<file path="config.mk">
export PLATFORM = sky130hd
export DESIGN_NAME = dm_arbiter
export DESIGN_NICKNAME = d
export VERILOG_FILES = /design/src/rtl/dm_arbiter.sv
export SDC_FILE = /design/constraint.sdc
export NUM_CORES = 1
export LEC_CHECK = 0
export CAP_MARGIN = 20
export CORE_ASPECT_RATIO = 0.9
export CORE_MARGIN = 5
export CORE_UTILIZATION = 32
export CTS_CLUSTER_SIZE = 24
export DETAILED_ROUTE_END_ITERATION = 6
export PLACE_DENSITY = 0.79
export SLEW_MARGIN = 20
export SYNTH_ARGS = -nofsm -noshare
export SYNTH_HDL_FRONTEND = slang
export SYNTH_SLANG_ARGS = --single-unit
</file>
<file path="constraint.sdc">
create_clock -name clk -period 2 [get_ports clk]
set_input_delay 0.4 -clock clk [delete_from_list [all_inputs] [get_ports clk]]
set_output_delay 0.4 -clock clk [all_outputs]
set_load 0.005 [all_outputs]
</file>
<file path="src/rtl/dm_arbiter.sv">
// Arbitrates one single-ported data memory between the core's load/store port
// and a host port; CPU has priority until the host has waited MAX_WAIT cycles.
module dm_arbiter #(
  parameter int RD_LAT   = 2,
  parameter int MAX_WAIT = 3
) (
  input  logic        clk,
  input  logic        rst,
  input  logic        cpu_req,
  input  logic        cpu_we,
  input  logic [31:0] cpu_addr,
  input  logic [31:0] cpu_wd,
  output logic [31:0] cpu_rd,
  output logic        cpu_stall,
  input  logic        host_req,
  input  logic        host_we,
  input  logic [31:0] host_addr,
  input  logic [31:0] host_wd,
  output logic [31:0] host_rd,
  output logic        host_ack,
  output logic        mem_en,
  output logic        mem_we,
  output logic [31:0] mem_addr,
  output logic [31:0] mem_wd,
  input  logic [31:0] mem_rd
);
  typedef enum logic {IDLE, RD_WAIT} state_t;
  typedef enum logic {OWN_CPU, OWN_HOST} owner_t;

  localparam logic [1:0] CNT_INIT = 2'(RD_LAT - 1);
  localparam logic [3:0] WAIT_MAX = 4'(MAX_WAIT);

  state_t      state_q, state_d;
  owner_t      owner_q, owner_d;
  logic [31:0] addr_q, addr_d;
  logic [1:0]  cnt_q, cnt_d;
  logic [3:0]  host_wait_q, host_wait_d;

  logic        cpu_win, host_win;
  logic        iss_en, iss_we, stall_rel, ack;
  logic [31:0] iss_addr, iss_wd;

  always_comb begin
    state_d     = state_q;
    owner_d     = owner_q;
    addr_d      = addr_q;
    cnt_d       = cnt_q;
    cpu_win     = 1'b0;
    host_win    = 1'b0;
    iss_en      = 1'b0;
    iss_we      = 1'b0;
    iss_addr    = addr_q;
    iss_wd      = '0;
    stall_rel   = 1'b0;
    ack         = 1'b0;
    case (state_q)
      IDLE: begin
        host_win = host_req && (!cpu_req || host_wait_q >= WAIT_MAX);
        cpu_win  = cpu_req && !host_win;
        if (cpu_win || host_win) begin
          iss_en   = 1'b1;
          iss_we   = host_win ? host_we   : cpu_we;
          iss_addr = host_win ? host_addr : cpu_addr;
          iss_wd   = host_win ? host_wd   : cpu_wd;
          if (!iss_we) begin
            state_d = RD_WAIT;
            owner_d = host_win ? OWN_HOST : OWN_CPU;
            addr_d  = iss_addr;
            cnt_d   = CNT_INIT;
          end else if (cpu_win) begin
            stall_rel = 1'b1;
          end else begin
            ack = 1'b1;
          end
        end
      end
      RD_WAIT: begin
        cnt_d = cnt_q - 2'd1;
        if (cnt_q == 2'd0) begin
          state_d = IDLE;
          cnt_d   = 2'd0;
          if (owner_q == OWN_HOST) ack = 1'b1;
          else                     stall_rel = 1'b1;
        end
      end
      default: state_d = IDLE;
    endcase

    // Any cycle the host asks but is not issued counts toward overriding the CPU.
    if (host_req && !host_win)
      host_wait_d = (host_wait_q >= WAIT_MAX) ? WAIT_MAX : host_wait_q + 4'd1;
    else
      host_wait_d = 4'd0;
  end

  always_ff @(posedge clk or negedge rst) begin
    if (!rst) begin
      state_q     <= IDLE;
      owner_q     <= OWN_CPU;
      addr_q      <= '0;
      cnt_q       <= '0;
      host_wait_q <= '0;
    end else begin
      state_q     <= state_d;
      owner_q     <= owner_d;
      addr_q      <= addr_d;
      cnt_q       <= cnt_d;
      host_wait_q <= host_wait_d;
    end
  end

  // Outputs are quiet while reset is held, even if requests are pending.
  assign cpu_stall = rst && cpu_req && !stall_rel;
  assign host_ack  = rst && ack;
  assign mem_en    = rst && iss_en;
  assign mem_we    = rst && iss_en && iss_we;
  assign mem_addr  = rst ? iss_addr : 32'd0;
  assign mem_wd    = rst ? iss_wd : 32'd0;
  assign cpu_rd    = mem_rd;
  assign host_rd   = mem_rd;
endmodule

</file>
==> results.txt, run 1 <==
----------------------------------------------------
[Synthesis]
  Library cell with the largest summed area after synthesis ... sky130_fd_sc_hd__dfrtp_1
  Per-instance average area after synthesis ... 7.12 um2
  Cell area after technology mapping ... 4020 um2
  Main area contributors after synthesis ... sky130_fd_sc_hd__dfrtp_1, sky130_fd_sc_hd__o21ai_0, sky130_fd_sc_hd__buf_4
  XOR/XNOR share of the synthesized area ... 0%
  Sequential cell area fraction in the yosys report ... roughly a quarter
  Main combinational cell family by area after synthesis ... compound AO/OA/AOI/OAI gates
  Synthesized flop and latch total ... 40
  Synth unique cells ... 34
  Adder and majority cell fraction of the synthesized area ... 0.311%
  Share of the synthesized area in the top cell type ... between 20% and 30%
  Compound-gate portion of the synthesized area ... about two fifths
  Number of instances in the synthesized netlist ... approximately 570
  Area fraction in and, or, nand and nor cells after synthesis ... between 10% and 20%
  Mux contribution to synthesized area ... 0%
  Total of warnings raised by yosys ... 0

[Global route]
  Overall routing resource usage ... 21.1%
  Largest net degree at the start of global routing ... 65
  Met2 routing resource usage after global routing ... 34.9%
  Met3 track demand over resource ... approximately 5.3%
  First-pass GRT wire length ... 25900 um
  Number of global-route vias before repair ... just under 5000
  Antenna violations before repair ... 0
  Total grt overflow ... 0
  Global routing's busiest layer ... met2
  GR Layer Usage met1 ... around 28%

[Layout]
  Area of all placed cells without fillers ... 7200 um2
  Final Core Density ... approximately three fifths
  Share of cells above drive strength 1 ... between 30% and 40%
  Antenna Diode Count ... 0
  Final layout net count ... 895
  Synth-to-Final Area Change ... 79.1%

[STA]
  Portion of the clock cycle consumed by the worst path in the final layout ... 131%
  Worst clock skew ... 0.00227 ns
  Number of hold violations in the final report ... 0
  Number of setup violations in the final report ... 102
  RSZ-0062 raised after global routing ... true
  Period minus WS final ... 2.62 ns
  Final worst slack ... -0.623 ns
  Maximum clock frequency ... approximately 0.38 GHz
  Slew of the pin with the lowest slew margin ... around 0.64 ns
  Final number of max-transition violations ... 0
  Max-Slew Margin vs Limit ... 56.2%

[Pwr]
  Leakage power total ... 0.00291 uW
  Sequential cell fraction of total power ... 25.5%
  Switching power total ... 2090 uW
  Net Sw Frac ... 38.9%
  Gate power share ... 59.5%
  Clk network pwr share ... 15.0%
  Total power divided by cell area ... 747 nW/um2
  P_int ... between 3000 and 4000 uW
  Largest voltage drop on the vdd net ... 394 uV

[CTS]
  Register clock-pin slew on the reported worst setup and hold paths ... 0.06 ns
  Clock tree sinks ... 40
  Cell at the root of the clock tree ... sky130_fd_sc_hd__clkbuf_16
  Clock insertion delay at the later pin of the skew report ... 0.28 ns
  CTS tree ... built
  Clock buffers created by TritonCTS ... 5
  CTS HTree Levels ... 2
  Maximum buffer depth of the clock tree ... 2

[Worst setup path]
  RR Startpoint ... host_wait_q[0]
  Endpoint of the worst-slack reg-to-reg timing path ... addr_q[31]
  R2R Setup Slk ... -0.50 ns
  Critical path data arrival time ... 2.22 ns
  Critical-path maximum fanout ... 7
  Critical Path Sink Type ... output pin
  Number of cell instances on the worst register-to-register path ... 6
  WP data required ... 1.60 ns
  Sort of element at the start of the critical path ... flip-flop
  Worst Path Class, Setup ... flip-flop to output pin

[Floorplanning]
  Area enclosed by the die boundary ... 14900 um2
  Starting utilization of the core area ... 33.0%
  Number of rows in the core area ... 38
  Vertical die dimension ... 116 um
  Boundary Pins ... 298
  Core footprint ... 12200 um2
  Die extent in x ... 128 um

[Route]
  Routed length per placed instance ... 21.8 um
  Initial detailed-routing violation count ... 506
  Via Count ... about 5300
  Iteration count of the initial detailed-routing pass ... 7
  Number of DRC violations after detailed routing ... 0
  WL final ... about 19000 um
  Number of nets still failing antenna checks after routing ... 0
  DR vias/cell ... 5.91

[Status]
  Violations in the final reports ... setup timing
  Run status ... finished, violations left

[Placed design]
  Half-perimeter wire length after placement ... 12200 um
  Placer's final routability congestion estimate ... between 0.7 and 0.8
  Post-detailed-placement cell area ... 6100 um2
  I/O Buffers ... 201

[Flow run]
  Max-capacitance violation count ... 0

[Min path]
  Path class of the lowest-slack min-delay path ... input pin to async pin

----------------------------------------------------
## through the flow
stage / setup TNS [ns] / setup WS (ns) / hold slack (ns) / power (uW) / cells
after floorplan: -2.65 / -0.0364 / 0.104 / 2750 / 566
after global placement: -64.26 / -0.747 / 0.273 / 3990 / 839
after detailed placement: -67.07 / -0.760 / 0.273 / 4070 / 839
after CTS: -46.36 / -0.732 / 0.237 / 4910 / 856
after global routing: -54.69 / -0.677 / 0.243 / 5720 / 889
final: -49.44 / -0.623 / 0.236 / 5380 / 889
## cell type report
class,instances,area [um2]
Timing Repair Buffer,290,2890
Multi-Input combinational cell,355,2830
Clock buffer,8,146
Fill cell,1102,4970
Tap cell,160,200
Sequential cell,40,1000
Inverter,36,135
## repair_timing
item / in CTS / in global routing
hold buffers: 1 / 0
gates cloned: 4 / 15
endpoints found under the hold margin: 1 / 0
resized for setup: 117 / 254
endpoints found under the setup margin: 103 / 103
setup buffers: 4 / 19
pin swaps: 4 / 34
## power groups by stage
stage               combinational (uW)  sequential, uW  clock, uW
detailed placement                2720            1360          0
finish                            3200            1370        808
global placement                  2640            1340          0
CTS                               2730            1360        818
global route                      3450            1410        857
floorplan                         1430            1310          0
## Yosys cell counts
cell	number
sky130_fd_sc_hd__a2111oi_0	32
sky130_fd_sc_hd__a211o_1	1
sky130_fd_sc_hd__a21boi_0	1
sky130_fd_sc_hd__a21oi_1	68
sky130_fd_sc_hd__a221oi_1	32
sky130_fd_sc_hd__a31oi_1	34
sky130_fd_sc_hd__and2_1	1
sky130_fd_sc_hd__and3b_1	1
sky130_fd_sc_hd__and4b_1	1
sky130_fd_sc_hd__buf_1	7
sky130_fd_sc_hd__buf_2	1
sky130_fd_sc_hd__buf_4	64
sky130_fd_sc_hd__buf_6	4
sky130_fd_sc_hd__clkbuf_1	59
sky130_fd_sc_hd__conb_1	1
sky130_fd_sc_hd__dfrtp_1	40
sky130_fd_sc_hd__ha_1	1
sky130_fd_sc_hd__inv_1	36
sky130_fd_sc_hd__nand2_1	3
sky130_fd_sc_hd__nand2b_1	1
sky130_fd_sc_hd__nand3_1	65
sky130_fd_sc_hd__nand3b_1	1
sky130_fd_sc_hd__nand4_1	1
sky130_fd_sc_hd__nor2b_1	1
sky130_fd_sc_hd__nor3_1	1
sky130_fd_sc_hd__nor3b_1	2
sky130_fd_sc_hd__nor4b_1	1
sky130_fd_sc_hd__o21a_1	1
sky130_fd_sc_hd__o21ai_0	99
sky130_fd_sc_hd__o21ba_2	1
sky130_fd_sc_hd__o21bai_1	1
sky130_fd_sc_hd__o311ai_0	1
sky130_fd_sc_hd__or3_1	1
sky130_fd_sc_hd__or4b_1	1
## sequential cells by signal (all words and copies together) (netlist names)
name,cells
addr_q,32
cnt_q,2
host_wait_q,4
owner_q,1
state_q,1
## kinds of logic after synthesis
family	count (synthesis)
compound gates	271
buf+inv	171
simple gates	81
flops	40
fa+ha+maj	1
other cells	1
## cell usage in the layout, fill, tap and decap left out, types with 2 or more instances in the layout
| cell type | instances |
|---|---|
| sky130_fd_sc_hd__a31oi_1 | 33 |
| sky130_fd_sc_hd__nand3_1 | 17 |
| sky130_fd_sc_hd__nand2_1 | 2 |
| sky130_fd_sc_hd__a21oi_1 | 45 |
| sky130_fd_sc_hd__a2111oi_4 | 4 |
| sky130_fd_sc_hd__a2111oi_1 | 8 |
| sky130_fd_sc_hd__nand3_2 | 46 |
| sky130_fd_sc_hd__clkbuf_1 | 2 |
| sky130_fd_sc_hd__buf_12 | 13 |
| sky130_fd_sc_hd__clkbuf_2 | 21 |
| sky130_fd_sc_hd__a221oi_2 | 24 |
| sky130_fd_sc_hd__buf_16 | 3 |
| sky130_fd_sc_hd__a221oi_1 | 5 |
| sky130_fd_sc_hd__clkbuf_16 | 14 |
| sky130_fd_sc_hd__clkdlybuf4s50_1 | 130 |
| sky130_fd_sc_hd__inv_1 | 35 |
| sky130_fd_sc_hd__dlygate4sd2_1 | 2 |
| sky130_fd_sc_hd__buf_2 | 47 |
| sky130_fd_sc_hd__a2111oi_0 | 18 |
| sky130_fd_sc_hd__a2111oi_2 | 2 |
| sky130_fd_sc_hd__dfrtp_1 | 40 |
| sky130_fd_sc_hd__nand3_4 | 2 |
| sky130_fd_sc_hd__bufbuf_16 | 3 |
| sky130_fd_sc_hd__o21ai_0 | 98 |
| sky130_fd_sc_hd__buf_6 | 15 |
| sky130_fd_sc_hd__a221oi_4 | 3 |
| sky130_fd_sc_hd__a21oi_2 | 23 |
| sky130_fd_sc_hd__buf_8 | 5 |
| sky130_fd_sc_hd__conb_1 | 2 |
| sky130_fd_sc_hd__buf_4 | 41 |
## how the worst max path moves through the flow
stage / end / start
global route: mem_addr[21] / host_wait_q[0]
floorplan: mem_addr[10] / host_wait_q[0]
finish: mem_addr[21] / host_wait_q[0]
global placement: mem_addr[27] / cpu_req
detailed placement: mem_addr[10] / cpu_req
CTS: mem_addr[21] / host_wait_q[0]
## metal layers
layer / share of wire [%] / up-vias / wire, um
li1: - / 2383 / -
met1: 41 / 2536 / 7890
met2: 49 / 309 / 9610
met3: 8.6 / 27 / 1670
met4: 1.4 / 0 / 263
met5: 0 / - / 0
## worst max-delay path: stages, from the launching register on
cell and delay [ns]:
sky130_fd_sc_hd__dfrtp_1 0.41, sky130_fd_sc_hd__ha_4 0.19, sky130_fd_sc_hd__or4b_4 0.64, sky130_fd_sc_hd__buf_16 0.19, sky130_fd_sc_hd__buf_6 0.12, sky130_fd_sc_hd__buf_6 0.11
sky130_fd_sc_hd__nand3_2 0.06, sky130_fd_sc_hd__a31oi_1 0.08, sky130_fd_sc_hd__buf_2 0.13
Power figures use the tool's default switching activity.
==> run 2, diff against run 1 <==
- GPL_TIMING_DRIVEN: unset -> 0
==> run 2 against run 1 <==
The flow still finishes with violations (setup timing). Combinational power rose by 21%. Die area did not move. Cell count rose by 16%. Via count rose by 21%. Final area rose by 22%. Largest cell class unchanged.
==> results.txt, run 2 (synthesis gave the netlist of run 1 again) <==
----------------------------------------------------
[Global route]
  First-pass GRT wire length ... 32600 um (+26%)
  Total grt overflow ... 0 (unchanged)
  Antenna violations before repair ... 0 (unchanged)
  Number of global-route vias before repair ... 5906 (+19%)
  Overall routing resource usage ... 27.5% (+6.4 points)
  Largest net degree at the start of global routing ... 35 (-46%)

[Route]
  Initial detailed-routing violation count ... 867 (+71%)
  Iteration count of the initial detailed-routing pass ... 6 (-1)
  Routed length per placed instance ... 24.8 um (+14%)
  DR vias/cell ... 6.19 (+4.6%)
  WL final ... 25600 um (+32%)
  Number of nets still failing antenna checks after routing ... 0 (unchanged)
  Via Count ... 6371 (+21%)
  Number of DRC violations after detailed routing ... 0 (unchanged)

[STA]
  Max-Slew Margin vs Limit ... 27.4% (-29 points)
  Portion of the clock cycle consumed by the worst path in the final layout ... 135% (+4.0 points)
  Slew of the pin with the lowest slew margin ... 1.09 ns (+0.448 ns)
  Number of setup violations in the final report ... 103 (+0.98%)
  Number of hold violations in the final report ... 0 (unchanged)
  Maximum clock frequency ... 0.370 GHz (-3.0%)
  RSZ-0062 raised after global routing ... true
  Worst clock skew ... 0.00472 ns (+0.00245 ns)
  Final worst slack ... -0.704 ns (-0.0807 ns)
  Final number of max-transition violations ... 0 (unchanged)
  Setup tns final ... -51.55 ns (-2.11 ns)
  Period minus WS final ... 2.70 ns (+0.0807 ns)

[CTS]
  Clock insertion delay at the later pin of the skew report ... 0.29 ns (about the same)
  Cell at the root of the clock tree ... sky130_fd_sc_hd__clkbuf_16
  Hold buffers post-CTS ... 0 (-1)
  Clock buffers created by TritonCTS ... 5 (unchanged)
  Clock tree sinks ... 40 (unchanged)
  CTS tree ... built
  Maximum buffer depth of the clock tree ... 2 (unchanged)
  Register clock-pin slew on the reported worst setup and hold paths ... 0.07 ns (about the same)
  CTS HTree Levels ... 2 (unchanged)

[Pwr]
  Leakage power total ... 0.00350 uW (+20%)
  Total power divided by cell area ... 721 nW/um2 (-3.5%)
  Largest voltage drop on the vdd net ... 461 uV (+17%)

[Worst setup path]
  Critical-path maximum fanout ... 8 (+1)
  Critical Path Sink Type ... output pin
  Sort of element at the start of the critical path ... flip-flop
  Worst Path Class, Setup ... flip-flop to output pin
  WP data required ... 1.60 ns (about the same)
  Critical path data arrival time ... 2.30 ns (+0.08 ns)

[Layout]
  Number of flip-flops in the largest register ... 32 (unchanged)
  Most common cell after layout, fill and taps aside ... sky130_fd_sc_hd__clkdlybuf4s50_1
  Top register by number of flip-flops ... addr_q
  Share of cells above drive strength 1 ... 44.6% (+6.5 points)
  Area of combinational cells with multiple inputs ... 3330 um2 (+18%)
  Area of all placed cells without fillers ... 8770 um2 (+22%)
  Number of fill cells in the layout ... 871 (-21%)
  FF+latch area ... 1000 um2 (+0.12%)
  Post-layout instance count excluding filler cells ... 1030 (+16%)
  Synth-to-Final Area Change ... 118%
  Most frequent cells in the layout ... sky130_fd_sc_hd__clkdlybuf4s50_1, sky130_fd_sc_hd__o21ai_0, sky130_fd_sc_hd__buf_4
  Registers with the most flip-flops ... addr_q: 32 flops, host_wait_q: 4 flops, cnt_q: 2 flops
  Antenna Diode Count ... 0 (unchanged)
  Final layout net count ... 1036 (+16%)
  Final Core Density ... 72.1% (+13 points)

[Floorplanning]
  Core footprint ... 12200 um2 (unchanged)
  Vertical die dimension ... 116 um (unchanged)
  Number of rows in the core area ... 38 (unchanged)
  Die extent in x ... 128 um (unchanged)
  Area enclosed by the die boundary ... 14900 um2 (unchanged)
  Starting utilization of the core area ... 33.0% (unchanged)
  Boundary Pins ... 298 (unchanged)

[Status]
  Violations in the final reports ... setup timing
  Run status ... finished, violations left

[Placed design]
  Post-detailed-placement cell area ... 7150 um2 (+17%)
  Placer's final routability congestion estimate ... 0.944 (+18%)
  Half-perimeter wire length after placement ... 15700 um (+29%)
  I/O Buffers ... 264 (+31%)
  Count of placed standard cells including taps ... 991 (+18%)

[Min path]
  Path class of the lowest-slack min-delay path ... input pin to async pin

[Flow run]
  Max-capacitance violation count ... 0 (unchanged)

----------------------------------------------------
==> run 2: layout make-up <==
class                           count  share of cell area [%]
Timing Repair Buffer              300                    31.4
Buffer                            131                    13.3
Sequential cell                    40                    11.4
Multi-Input combinational cell    355                    38.0
Clock inverter                      1                   0.342
Inverter                           36                    1.54
Clock buffer                        7                    1.74
Tap cell                          160                    2.28
==> run 2: critical path, stage by stage (launching register included) <==
cell and delay, ns:
sky130_fd_sc_hd__dfrtp_1 0.41, sky130_fd_sc_hd__ha_4 0.19, sky130_fd_sc_hd__or4b_4 0.65, sky130_fd_sc_hd__clkbuf_16 0.22, sky130_fd_sc_hd__clkbuf_8 0.16, sky130_fd_sc_hd__nand3_1 0.09
sky130_fd_sc_hd__a31oi_1 0.09, sky130_fd_sc_hd__buf_2 0.19
==> run 2: routing by layer <==
| layer | share of wire, % | GRT usage (%) |
|---|---|---|
| met1 | 38 | 37.5 |
| met3 | 8.1 | 2.70 |
| met5 | 0 | 0 |
| met4 | 4.5 | 8.98 |
| met2 | 49 | 45.9 |
==> run 2: worst paths after layout <==
kind | from | end | slack [ns] | cells after the start
max reg2reg | host_wait_q[0] | addr_q[31] | -0.39 | 6
min in group clk | host_wait_q[0] | host_wait_q[0] | 0.52 | 1
max in group asynchronous | rst | state_q | 1.44 | 2
max | host_wait_q[0] | mem_addr[20] | -0.70 | 7
min | rst | addr_q[10] | 0.02 | 1
min reg2reg | host_wait_q[0] | host_wait_q[0] | 0.52 | 1
==> run 2: repair_timing <==
action,CTS,global route
buffers inserted,6,21
cloned,3,6
pin swaps,25,32
endpoints found under the setup margin,105,103
resized for setup,416,175
==> run 2: where the power goes <==
part           total (uW)  internal, uW  switching (uW)
clock                1010           658             353
sequential           1430          1170             259
combinational        3880          1840            2050
==> run 2: per-stage QoR <==
step	hold slack, ns	setup slack (ns)	power (uW)
after CTS	0.0284	-0.618	5540
after global placement	0.453	-2.71	4170
after global routing	0.0465	-0.745	6530
after detailed placement	0.319	-1.66	4230
final	0.0240	-0.704	6320
after floorplan	0.104	-0.0364	2750
